[config.mk]
export PLATFORM = sky130hd
export DESIGN_NAME = uart_rx_fifo
export DESIGN_NICKNAME = d
export VERILOG_FILES = /design/src/rtl/uart_rx_fifo.sv
export SDC_FILE = /design/constraint.sdc
export NUM_CORES = 1
export LEC_CHECK = 0
export ABC_CLOCK_PERIOD_IN_PS = 6610
export CAP_MARGIN = 20
export CORE_AREA = 2 2 77 152
export DETAILED_ROUTE_END_ITERATION = 8
export DIE_AREA = 0 0 79 154
export PLACE_DENSITY = 0.82
export SLEW_MARGIN = 20
export SYNTH_ARGS = -nofsm -noshare
export SYNTH_HDL_FRONTEND = slang
export SYNTH_SLANG_ARGS = --single-unit
[constraint.sdc]
create_clock -name clk -period 6.61 [get_ports clk]
set_input_delay 0.9915 -clock clk [delete_from_list [all_inputs] [get_ports clk]]
set_output_delay 0.9915 -clock clk [all_outputs]
set_load 0.005 [all_outputs]
[src/rtl/uart_rx_fifo.sv]
// uart_rx_fifo: oversampling UART receiver feeding a first-word-fall-through
// receive FIFO. Framing, parity and overflow errors are one-clock pulses.
// Optional feature macro: UART_RX_PARITY_EN (adds a parity bit between the
// data bits and the stop bit; without it parity_err is tied low).
module uart_rx_fifo #(
  parameter int unsigned CLK_FREQ   = 50_000_000,
  parameter int unsigned BAUD       = 115200,
  parameter int unsigned DATA_BITS  = 8,
  parameter int unsigned FIFO_DEPTH = 16,
  parameter int unsigned PARITY_ODD = 0
) (
  input  logic                          clk,
  input  logic                          rstn,
  input  logic                          rx_pin,
  input  logic                          rd_en,
  output logic [DATA_BITS-1:0]          rd_data,
  output logic                          empty,
  output logic                          full,
  output logic [$clog2(FIFO_DEPTH):0]   count,
  output logic                          frame_err,
  output logic                          parity_err,
  output logic                          overflow
);

  localparam int unsigned CLKS_PER_BIT = CLK_FREQ / BAUD;
  localparam int unsigned CW = $clog2(CLKS_PER_BIT);
  localparam int unsigned BW = $clog2(DATA_BITS);
  localparam int unsigned AW = $clog2(FIFO_DEPTH);

  localparam logic [CW-1:0] BIT_LAST  = CW'(CLKS_PER_BIT - 1);
  localparam logic [CW-1:0] HALF_LAST = CW'(CLKS_PER_BIT / 2 - 1);
  localparam logic [BW-1:0] DATA_LAST = BW'(DATA_BITS - 1);

  // Elaboration-time parameter sanity checks
  if (CLKS_PER_BIT < 4) begin : g_chk_cpb
    $error("uart_rx_fifo: CLK_FREQ/BAUD must be at least 4");
  end
  if (DATA_BITS < 5 || DATA_BITS > 8) begin : g_chk_bits
    $error("uart_rx_fifo: DATA_BITS must be 5..8");
  end
  if (FIFO_DEPTH < 2 || (FIFO_DEPTH & (FIFO_DEPTH - 1)) != 0) begin : g_chk_depth
    $error("uart_rx_fifo: FIFO_DEPTH must be a power of two >= 2");
  end
  if (PARITY_ODD > 1) begin : g_chk_par
    $error("uart_rx_fifo: PARITY_ODD must be 0 or 1");
  end

`ifdef UART_RX_PARITY_EN
  typedef enum logic [2:0] {IDLE, START, DATA, PARITY, STOP, BREAK} state_t;
`else
  typedef enum logic [2:0] {IDLE, START, DATA, STOP, BREAK} state_t;
`endif

  state_t                 state, state_nxt;
  logic                   sync1, sync2, line_d;
  logic                   line, fall;
  logic [CW-1:0]          baud_cnt, baud_nxt;
  logic [BW-1:0]          bit_cnt, bit_nxt;
  logic [DATA_BITS-1:0]   shreg, shreg_nxt;
  logic                   push_q, push_nxt;
  logic                   ferr_nxt;
  logic                   baud_end;
`ifdef UART_RX_PARITY_EN
  logic                   perr_flag, perr_flag_nxt;
  logic                   perr_nxt;
  logic                   exp_par;
`endif

  logic [DATA_BITS-1:0]   mem [FIFO_DEPTH];
  logic [AW:0]            wr_ptr, rd_ptr;
  logic                   do_push, do_pop;

  // Two-flop synchroniser plus one delay flop for falling-edge detection
  always_ff @(posedge clk or negedge rstn) begin
    if (!rstn) begin
      sync1  <= 1'b1;
      sync2  <= 1'b1;
      line_d <= 1'b1;
    end else begin
      sync1  <= rx_pin;
      sync2  <= sync1;
      line_d <= sync2;
    end
  end

  assign line     = sync2;
  assign fall     = line_d & ~line;
  assign baud_end = (baud_cnt == BIT_LAST);
`ifdef UART_RX_PARITY_EN
  assign exp_par  = (^shreg) ^ (PARITY_ODD != 0);
`endif

  // Receiver FSM state register and datapath registers
  always_ff @(posedge clk or negedge rstn) begin
    if (!rstn) begin
      state     <= IDLE;
      baud_cnt  <= '0;
      bit_cnt   <= '0;
      shreg     <= '0;
      push_q    <= 1'b0;
      frame_err <= 1'b0;
    end else begin
      state     <= state_nxt;
      baud_cnt  <= baud_nxt;
      bit_cnt   <= bit_nxt;
      shreg     <= shreg_nxt;
      push_q    <= push_nxt;
      frame_err <= ferr_nxt;
    end
  end

`ifdef UART_RX_PARITY_EN
  // Parity error flag (held through STOP) and its output pulse
  always_ff @(posedge clk or negedge rstn) begin
    if (!rstn) begin
      perr_flag  <= 1'b0;
      parity_err <= 1'b0;
    end else begin
      perr_flag  <= perr_flag_nxt;
      parity_err <= perr_nxt;
    end
  end
`else
  assign parity_err = 1'b0;
`endif

  // Next-state and datapath logic; samples taken at bit centre
  always_comb begin
    state_nxt = state;
    baud_nxt  = baud_cnt;
    bit_nxt   = bit_cnt;
    shreg_nxt = shreg;
    push_nxt  = 1'b0;
    ferr_nxt  = 1'b0;
`ifdef UART_RX_PARITY_EN
    perr_flag_nxt = perr_flag;
    perr_nxt      = 1'b0;
`endif
    case (state)
      IDLE: begin
        baud_nxt = '0;
        bit_nxt  = '0;
`ifdef UART_RX_PARITY_EN
        perr_flag_nxt = 1'b0;
`endif
        if (fall) state_nxt = START;
      end
      START: begin
        if (baud_cnt == HALF_LAST) begin
          baud_nxt  = '0;
          state_nxt = line ? IDLE : DATA;
        end else begin
          baud_nxt = baud_cnt + CW'(1);
        end
      end
      DATA: begin
        if (baud_end) begin
          baud_nxt  = '0;
          shreg_nxt = {line, shreg[DATA_BITS-1:1]};
          bit_nxt   = bit_cnt + BW'(1);
          if (bit_cnt == DATA_LAST) begin
`ifdef UART_RX_PARITY_EN
            state_nxt = PARITY;
`else
            state_nxt = STOP;
`endif
          end
        end else begin
          baud_nxt = baud_cnt + CW'(1);
        end
      end
`ifdef UART_RX_PARITY_EN
      PARITY: begin
        if (baud_end) begin
          baud_nxt  = '0;
          if (line != exp_par) perr_flag_nxt = 1'b1;
          state_nxt = STOP;
        end else begin
          baud_nxt = baud_cnt + CW'(1);
        end
      end
`endif
      STOP: begin
        if (baud_end) begin
          baud_nxt = '0;
          if (!line) begin
            ferr_nxt  = 1'b1;
            state_nxt = BREAK;
`ifdef UART_RX_PARITY_EN
          end else if (perr_flag) begin
            perr_nxt  = 1'b1;
            state_nxt = IDLE;
`endif
          end else begin
            push_nxt  = 1'b1;
            state_nxt = IDLE;
          end
        end else begin
          baud_nxt = baud_cnt + CW'(1);
        end
      end
      BREAK: begin
        if (line) state_nxt = IDLE;
      end
      default: state_nxt = IDLE;
    endcase
  end

  // FIFO status; pointers carry one extra wrap bit
  assign empty   = (wr_ptr == rd_ptr);
  assign full    = (wr_ptr[AW] != rd_ptr[AW]) && (wr_ptr[AW-1:0] == rd_ptr[AW-1:0]);
  assign count   = wr_ptr - rd_ptr;
  assign do_pop  = rd_en & ~empty;
  assign do_push = push_q & (~full | do_pop);
  assign rd_data = empty ? '0 : mem[rd_ptr[AW-1:0]];

  // Storage write; shreg stays stable until the next frame's first data sample
  always_ff @(posedge clk) begin
    if (do_push) mem[wr_ptr[AW-1:0]] <= shreg;
  end

  // Pointer update and overflow pulse
  always_ff @(posedge clk or negedge rstn) begin
    if (!rstn) begin
      wr_ptr   <= '0;
      rd_ptr   <= '0;
      overflow <= 1'b0;
    end else begin
      if (do_push) wr_ptr <= wr_ptr + (AW+1)'(1);
      if (do_pop)  rd_ptr <= rd_ptr + (AW+1)'(1);
      overflow <= push_q & full & ~do_pop;
    end
  end

endmodule

==> results.yml, run 1 <==
floorplanning:
  fp.dieH_um: 154
  io_pins: 22
  die-area_um2: 12170
  die_w_um: 79
  initial_core_util_pct: 63.71
  core_um2: 10950
  rows: 54
drt:
  firstDrtPassIters: 5
  avgRoutedWirePerCell_um: 25.60
  drcViolationCount: 0
  postRouteAntennaNets: 0
  routed_wl_um: 15050
  viasPerCell: 6.478
  drtIter0Drc: 467
  via_count: 3809
clock_tree:
  clock_path_buffers: 2
  clk_pin_slew_ns: 0.07
  cts_resized: 0
  postCtsSetupBuffers: 0
  cts_max_level: 4
  clock-sinks: 167
  hold_buffers: 0
  cts_tree: "built"
  cts-root-buf: "clkbuf_16"
  cts_made_buffers: 17
  insertion_delay_ns: 0.44
setup_path:
  cpMostUsedCell: "nand2_1"
  crit_fanout: 18
  slowest_delay_ns: 0.55
  reg2reg_from: "rd_ptr[2]$_DFFE_PN0P_"
  critPathCapture: "rd_data[6]"
  cp_slowest_cell: "clkdlybuf4s50_1"
  timing.rr.end: "mem[6][4]$_DFFE_PP_"
  crit_type: "reg -> out"
  crit_arrival_ns: 3.16
  r2r_setup_slack_ns: 3.56
  crit_chain: "inv_2 > ha_1 > and4_1 > nand2_1 > nand2_1 > o22ai_1 > clkdlybuf4s50_1"
  cp-start-kind: "register"
  crit_required_ns: 5.62
  startpoint: "rd_ptr[2]$_DFFE_PN0P_"
  endpoint_kind: "primary output"
  rr_worst_depth: 6
yosys:
  synth-edff-count: 128
  seq_area_frac_synth_pct: 69.17
  ys_ff_latch: 167
  ys_warn_count: 0
  synth.avg_cell_area_um2: 17.13
  dominantRegCellSynth: "edfxtp_1"
  synth_fp_nets: 426
  synth-adder-area-share_pct: 2.799
  synth-compound-area-share_pct: 4.199
  synthMuxAreaShare_pct: 14.39
  synth_top_family_by_area: "multiplexers"
  syn_area_um2: 6973
  synth_cell_types: 46
  synth_xor_xnor_area_share_pct: 1.507
  synth-simple-area-share_pct: 6.137
  netlist_instances: 407
  synthArstFlopShare_pct: 23.35
timing:
  fin_ws_ns: 2.463
  fmax_ghz: 0.2412
  final-hold-violation-count: 0
  slew_violations: 0
  tightest_slew_ns: 0.9102
  period_share_pct: 62.73
  fin_worst_skew_ns: 0.01617
  slew_headroom_pct: 39.32
  finalSetupTns_ns: 0
  post-route-min-period_ns: 4.147
  final-setup-viol-count: 0
  rsz0062_at_grt: "no"
status:
  status: "finished clean"
hold_path:
  worst_hold_path_type: "reg -> reg"
  min_from: "sync1$_DFF_PN1_"
place:
  placed_cell_area_um2: 7302
  hpwlAfterDp_um: 9650
  gp_congestion: 0.8301
  place_inst: 556
  pre_cts_slack_ns: 3.077
  io_buffers: 20
global_route:
  overflow: 0
  antenna_found_initial: 0
  grt_max_degree: 40
  grt_pass1_wl_um: 23440
  track_usage_pct: 27.16
  grt_pass1_vias: 4070
finish:
  layout-drive-gt1-share_pct: 18.75
  final_nets: 454
  final_common_cell: "edfxtp_1"
  area_growth_pct: 13.49
  antenna_cells: 0
  final_area_um2: 7914
  fillerInstances: 655
  layout_common_cells: "128 x edfxtp_1, 35 x dfrtp_1, 32 x mux4_2, 20 x nand2_1"
  instances_no_fill: 588
  final_core_util_pct: 72.30
power:
  vdd_ir_drop_max_mv: 0.2748
  p_leak_nw: 3.201
  p_per_area_nw_per_um2: 342.1
job:
  drv_cap: 0
cell families (layout without fill, tap and decap cells):
kind of cell / Yosys count / after routing
compound gates: 45 / 45
xor+xnor: 12 / 12
fa+ha+maj: 15 / 15
buf+inv: 30 / 71
flops: 167 / 167
mux: 59 / 59
other cells: 1 / 1
simple gates: 78 / 78
per-layer routing:
layer | GRT usage (%) | vias to the layer above | wire (µm)
met5 | 0 | - | 0
met4 | 16.67 | 0 | 881
met1 | 29.55 | 1933 | 4935
li1 | - | 1644 | -
met2 | 48.55 | 182 | 8539
met3 | 3.991 | 50 | 693
final cells by class:
| cell class | count | area, µm² | share of cell area (%) |
|---|---|---|---|
| Sequential cell | 167 | 4825 | 60.96 |
| Multi-Input combinational cell | 210 | 2028 | 25.63 |
| Clock buffer | 22 | 510.5 | 6.451 |
| Timing Repair Buffer | 22 | 210.2 | 2.656 |
| Tap cell | 140 | 175.2 | 2.213 |
| Clock inverter | 10 | 101.3 | 1.281 |
| Inverter | 17 | 63.81 | 0.8063 |
power by group:
| group | switching (W) | leakage [nW] | total [W] | internal, W |
|---|---|---|---|---|
| Clock | 0.000410 | 0.307 | 0.00100 | 0.000594 |
| Sequential | 0.0000509 | 1.99 | 0.00120 | 0.00115 |
| Combinational | 0.000275 | 0.901 | 0.000501 | 0.000226 |
worst max-delay path: cells and delay by family (launching register included):
family                   cells  cell delay [ns]
buffers and inverters        2             0.95
AND/OR/NAND/NOR              3             0.69
flip-flops                   1             0.42
adder cells (fa/ha/maj)      1             0.39
AO/OA/AOI/OAI                1             0.28
cells in the mapped netlist, types with 2 or more instances:
cell type / n / area [µm²]
clkbuf_1: 6 / 22.52
and4_1: 2 / 17.52
mux2_2: 10 / 112.6
mux4_2: 32 / 720.7
dfrtp_1: 36 / 900.9
buf_1: 2 / 7.510
a22o_1: 5 / 43.79
nor2_1: 11 / 41.29
mux2i_1: 17 / 170.2
ha_1: 14 / 175.2
nor3b_1: 3 / 22.52
inv_1: 16 / 60.06
o211ai_1: 3 / 22.52
a21o_1: 2 / 15.01
o31a_1: 3 / 26.28
a22oi_1: 2 / 15.01
nand4_1: 3 / 18.77
edfxtp_1: 128 / 3844
nor3_1: 5 / 25.02
and2_1: 15 / 93.84
buf_2: 4 / 20.02
dfstp_2: 3 / 78.83
a21oi_1: 7 / 35.03
nand3_1: 5 / 25.02
and3_1: 2 / 12.51
nand2_1: 20 / 75.07
o21ai_0: 10 / 50.05
or3_1: 3 / 18.77
xnor2_1: 11 / 96.34
o22ai_1: 11 / 68.82
registers in the layout, summed over array words and instances, names as in the netlist, 3 cells and up:
register	count
mem	128
rd_ptr	5
shreg	8
baud_cnt	9
wr_ptr	5
bit_cnt	3
state	3
how the worst min path moves through the flow:
| stage | endpoint | cells after the start |
|---|---|---|
| floorplan | line$_DFF_PN1_ | 0 |
| global placement | line$_DFF_PN1_ | 0 |
| detailed placement | line$_DFF_PN1_ | 0 |
| CTS | line$_DFF_PN1_ | 0 |
| global route | line$_DFF_PN1_ | 0 |
| finish | line$_DFF_PN1_ | 0 |
per-stage QoR:
stage	hold WS, ns	total power (W)
2_1_floorplan	0.3452	0.001570
3_3_place_gp	0.3462	0.001701
3_5_place_dp	0.3488	0.001714
4_1_cts	0.3588	0.002717
5_1_grt	0.3619	0.002799
6_report	0.3580	0.002708
Note: power is estimated with default switching activity, not from simulation.
==> inputs of run 2 (changes only) <==
- ABC_CLOCK_PERIOD_IN_PS: 6610 -> 3500
- CORE_AREA: 2 2 77 152 -> 2 2 83 165
- DIE_AREA: 0 0 79 154 -> 0 0 85 167
- PLACE_DENSITY: 0.82 -> 0.74
- clock period: 6.61 -> 3.5 ns (I/O delays scaled with it)
==> run 2 against run 1 <==
Clock skew shrank 0.0075 ns. Power grew 90%. Sequential share of layout area shrank 0.43 points. Largest cell class unchanged. Largest power group unchanged. Highest routed layer unchanged. Hold slack lost 0.14 ns. Global-route usage shrank 6.4 points.
==> results.yml, run 2 (same netlist as run 1, synthesis figures left out) <==
setup_path:
  crit_required_ns: 2.97
  crit_type: "reg -> out"
  r2r_setup_slack_ns: 0.91
  crit_fanout: 8
  crit_arrival_ns: 2.82
  cp-start-kind: "register"
  endpoint_kind: "primary output"
drt:
  avgRoutedWirePerCell_um: 22.53
  viasPerCell: 6.073
  routed_wl_um: 13590
  drcViolationCount: 0
  via_count: 3662
  firstDrtPassIters: 4
  postRouteAntennaNets: 0
  drtIter0Drc: 348
place:
  io_buffers: 20
  hpwlAfterDp_um: 9430
  place_inst: 571
  gp_congestion: 0.8863
timing:
  final-hold-violation-count: 0
  rsz0062_at_grt: "no"
  final-setup-viol-count: 0
  period_share_pct: 95.58
  finalSetupTns_ns: 0
  slew_violations: 0
  post-route-min-period_ns: 3.345
  fin_worst_skew_ns: 0.008639
  fmax_ghz: 0.2989
  tightest_slew_ns: 0.8732
  slew_headroom_pct: 41.79
finish:
  final_nets: 457
  final_common_cell: "edfxtp_1"
  instances_no_fill: 603
  fillerInstances: 868
  layout_common_cells: "128 x edfxtp_1, 35 x dfrtp_1, 32 x mux4_2, 19 x nand2_1, 19 x clkdlybuf4s50_1"
  antenna_cells: 0
  layout-drive-gt1-share_pct: 19.51
  largest_reg_flops: 128
  area_growth_pct: 14.30
clock_tree:
  cts_tree: "built"
  cts_max_level: 4
  clock_path_buffers: 2
  insertion_delay_ns: 0.42
  cts_made_buffers: 17
  clk_pin_slew_ns: 0.06
  cts_resized: 0
  hold_buffers: 0
  postCtsSetupBuffers: 0
  cts-root-buf: "clkbuf_16"
  clock-sinks: 167
floorplanning:
  initial_core_util_pct: 53.98
  rows: 59
  core_um2: 12920
  die_w_um: 85
  die-area_um2: 14200
  fp.dieH_um: 167
  io_pins: 22
job:
  drv_cap: 0
global_route:
  grt_max_degree: 40
  antenna_found_initial: 0
  grt_pass1_vias: 3953
  grt_pass1_wl_um: 21700
  track_usage_pct: 20.79
  overflow: 0
power:
  vdd_ir_drop_max_mv: 0.7782
  p_per_area_nw_per_um2: 646.0
  p_leak_nw: 3.214
status:
  status: "finished clean"
hold_path:
  worst_hold_path_type: "in -> async"
-- run 2: cell count changes in the layout (fill, tap and decap cells not counted) --
cell | before | now
clkinv_2 | 0 | 1
nand2_1 | 20 | 19
clkinv_4 | 3 | 4
buf_12 | 0 | 1
inv_6 | 3 | 6
nand2_2 | 0 | 1
bufinv_16 | 1 | 3
inv_4 | 3 | 0
clkbuf_16 | 19 | 17
clkbuf_4 | 1 | 0
clkbuf_8 | 2 | 0
clkinvlp_4 | 0 | 1
buf_4 | 2 | 4
-- run 2: cell type report --
class | count | area (µm²) | area share (%)
flip-flops and latches | 167 | 4825 | 60.53
multi-input cells | 210 | 2031 | 25.48
clock buffers | 17 | 425.4 | 5.338
repair buffers | 25 | 245.2 | 3.077
clock inverters | 15 | 190.2 | 2.386
well taps | 152 | 190.2 | 2.386
inverters | 17 | 63.81 | 0.8006
-- run 2: layer usage --
| metal | wire length, µm | track usage (%) | share of wire, % | vias up |
|---|---|---|---|---|
| li1 | - | - | - | 1646 |
| met1 | 4581 | 21.96 | 34 | 1886 |
| met2 | 8104 | 38.99 | 60 | 103 |
| met3 | 463 | 3.617 | 3.4 | 27 |
| met4 | 436 | 9.386 | 3.2 | 0 |
| met5 | 0 | 0 | 0 | - |
-- run 2: final timing paths --
| kind | start | endpoint | depth (start not counted) |
|---|---|---|---|
| worst max-delay path | wr_ptr[0]$_DFFE_PN0P_ | rd_data[2] | 7 |
| worst min-delay path | rstn | baud_cnt[4]$_DFFE_PN0P_ | 1 |
| worst max register to register | wr_ptr[2]$_DFFE_PN0P_ | mem[9][4]$_DFFE_PP_ | 5 |
| worst min register to register | sync1$_DFF_PN1_ | line$_DFF_PN1_ | 0 |
| max in group asynchronous | rstn | rd_ptr[0]$_DFFE_PN0P_ | 1 |
| min in group clk | sync1$_DFF_PN1_ | line$_DFF_PN1_ | 0 |
-- run 2: critical path: stages (launching register included) --
cell and delay, ns:
dfrtp_1 0.41, inv_1 0.14, ha_1 0.36, and4_1 0.22
nand2_1 0.20, nand2_1 0.28, o22ai_1 0.24, clkdlybuf4s50_1 0.56
-- run 2: report_power, final --
group	switching [W]	leakage, nW	total (W)	internal (W)
registers	0.0000742	1.99	0.00225	0.00218
logic	0.000540	0.921	0.000991	0.000451
clock network	0.000768	0.300	0.00191	0.00114
-- run 2: per-stage QoR --
step                      hold slack, ns  setup slack, ns  cell area [µm²]  total power [W]  util [%]
after floorplan                   0.2294           0.8714             6973         0.002964         -
after global placement            0.3479           0.7453             7352         0.003265     56.91
after detailed placement          0.3473           0.5832             7352         0.003284     56.91
after CTS                         0.2451           0.1138             7968         0.005197     61.68
after global routing              0.2956          0.01909             7970         0.005350     61.69
final                             0.2143           0.1547             7970         0.005148     61.69
==> inputs of run 3 (changes only) <==
--- a/constraint.sdc
+++ b/constraint.sdc
@@ -3,2 +3,2 @@
 set_output_delay 0.525 -clock clk [all_outputs]
-set_load 0.005 [all_outputs]
+set_load 0.1 [all_outputs]
==> run 3 against run 2 <==
Power rose by 8.9%. Cell count fell by 0.17%. Wire length increased by 0.90%. Non-clock buffer count decreased by 1. Die area did not move. Critical path type unchanged. Largest cell class unchanged.
==> results.yml, run 3 (same netlist as run 1, synthesis figures left out) <==
global_route:
  antenna_found_initial: 0
  grt_max_degree: 40
  overflow: 0
  grt_pass1_vias: 3822
  grt_pass1_wl_um: 21940
  track_usage_pct: 21.20
timing:
  final-setup-viol-count: 0
  final-hold-violation-count: 0
  fin_ws_ns: 0.4550
  fin_worst_skew_ns: 0.01046
  tightest_slew_ns: 0.9794
  period_share_pct: 87.00
  fmax_ghz: 0.3284
  slew_headroom_pct: 34.50
  rsz0062_at_grt: "no"
  slew_violations: 0
  post-route-min-period_ns: 3.045
setup_path:
  crit_family: "simple AND/OR/NAND/NOR gates"
  cp_slowest_cell: "dfrtp_1"
  endpoint_kind: "primary output"
  cp-start-kind: "register"
  slowest_delay_ns: 0.47
  crit_required_ns: 2.97
  crit_type: "reg -> out"
  crit_arrival_ns: 2.52
  critPathBufInv: 1
  cpMostUsedCell: "nand2_1"
  crit_chain: "ha_1 > and4_1 > nand2_1 > nand2_1 > o22ai_1 > buf_12"
  crit_fanout: 8
place:
  place_inst: 570
  placed_cell_area_um2: 7477
  pre_cts_slack_ns: 0.8194
  io_buffers: 20
  gp_congestion: 0.8787
  hpwlAfterDp_um: 9281
floorplanning:
  die-area_um2: 14200
  die_w_um: 85
  fp.dieH_um: 167
  initial_core_util_pct: 53.98
  core_um2: 12920
  rows: 59
  io_pins: 22
power:
  p_per_area_nw_per_um2: 693.1
  p_leak_nw: 3.285
  vdd_ir_drop_max_mv: 1.276
drt:
  drtIter0Drc: 244
  dr_wl_met2_um: 7820
  routed.top_layer: "met4"
  routed_wl_um: 13710
  via_count: 3620
  viasPerCell: 6.013
  avgRoutedWirePerCell_um: 22.77
  drcViolationCount: 0
  route.met3.wl_um: 437
  wl_met1_um: 5014
  firstDrtPassIters: 4
  postRouteAntennaNets: 0
finish:
  layout-drive-gt1-share_pct: 22.44
  final_nets: 456
  antenna_cells: 0
  final_common_cell: "edfxtp_1"
  largest_reg_flops: 128
  instances_no_fill: 602
  layout_common_cells: "128 x edfxtp_1, 35 x dfrtp_1, 32 x mux4_2, 20 x nand2_1"
  final_area_um2: 8092
  area_growth_pct: 16.04
status:
  status: "finished clean"
clock_tree:
  clock-sinks: 167
  postCtsSetupBuffers: 0
  cts_tree: "built"
  cts-root-buf: "clkbuf_16"
  cts_max_level: 4
  insertion_delay_ns: 0.42
  clk_pin_slew_ns: 0.07
  clock_path_buffers: 2
  cts_resized: 0
  hold_buffers: 0
  cts_made_buffers: 17
hold_path:
  worst_hold_path_type: "in -> async"
job:
  drv_cap: 0
-- run 3: changes by cell type in the layout (fill, tap and decap cells not counted), sizes merged --
cell           previous run  this run
clkdlybuf4s50            19         4
buf                       6        20
clkinvlp                  1         0
inv                      23        24
-- run 3: area by class of cell --
cell class              count  area, µm²
inverters                  17      63.81
fillers                   869       4827
multi-input cells         210       2036
flip-flops and latches    167       4825
repair buffers             24      362.8
clock inverters            15      188.9
clock buffers              17      425.4
well taps                 152      190.2
-- run 3: routing by layer --
metal,track usage (%),vias to the layer above
met3,5.451,23
met5,0,-
li1,-,1653
met1,24.06,1844
met2,37.81,100
met4,7.798,0
-- run 3: power breakdown --
| group | switching (W) | internal [W] |
|---|---|---|
| Clock | 0.000784 | 0.00114 |
| Combinational | 0.000908 | 0.000522 |
| Sequential | 0.0000781 | 0.00218 |
-- run 3: metrics by stage --
stage                     TNS (ns)  utilization [%]  hold WS, ns  total power (W)
after floorplan             -3.546                -       0.2294         0.003334
after global placement           0            57.88       0.3476         0.003714
after detailed placement         0            57.88       0.3491         0.003743
after CTS                        0            62.63       0.2377         0.005662
after global routing             0            62.63       0.2998         0.005829
final                            0            62.63       0.2243         0.005608
-- run 3: path summary, 6_finish.rpt --
path / cells after the start / startpoint / to / slack [ns]
setup / recovery: 6 / wr_ptr[3]$_DFFE_PN0P_ / rd_data[6] / 0.46
hold / removal: 1 / rstn / baud_cnt[3]$_DFFE_PN0P_ / 0.22
max in group asynchronous: 1 / rstn / rd_ptr[0]$_DFFE_PN0P_ / 2.66
setup reg to reg: 5 / wr_ptr[3]$_DFFE_PN0P_ / mem[8][7]$_DFFE_PP_ / 0.86
min in group clk: 0 / sync1$_DFF_PN1_ / line$_DFF_PN1_ / 0.36
hold reg to reg: 0 / sync1$_DFF_PN1_ / line$_DFF_PN1_ / 0.36
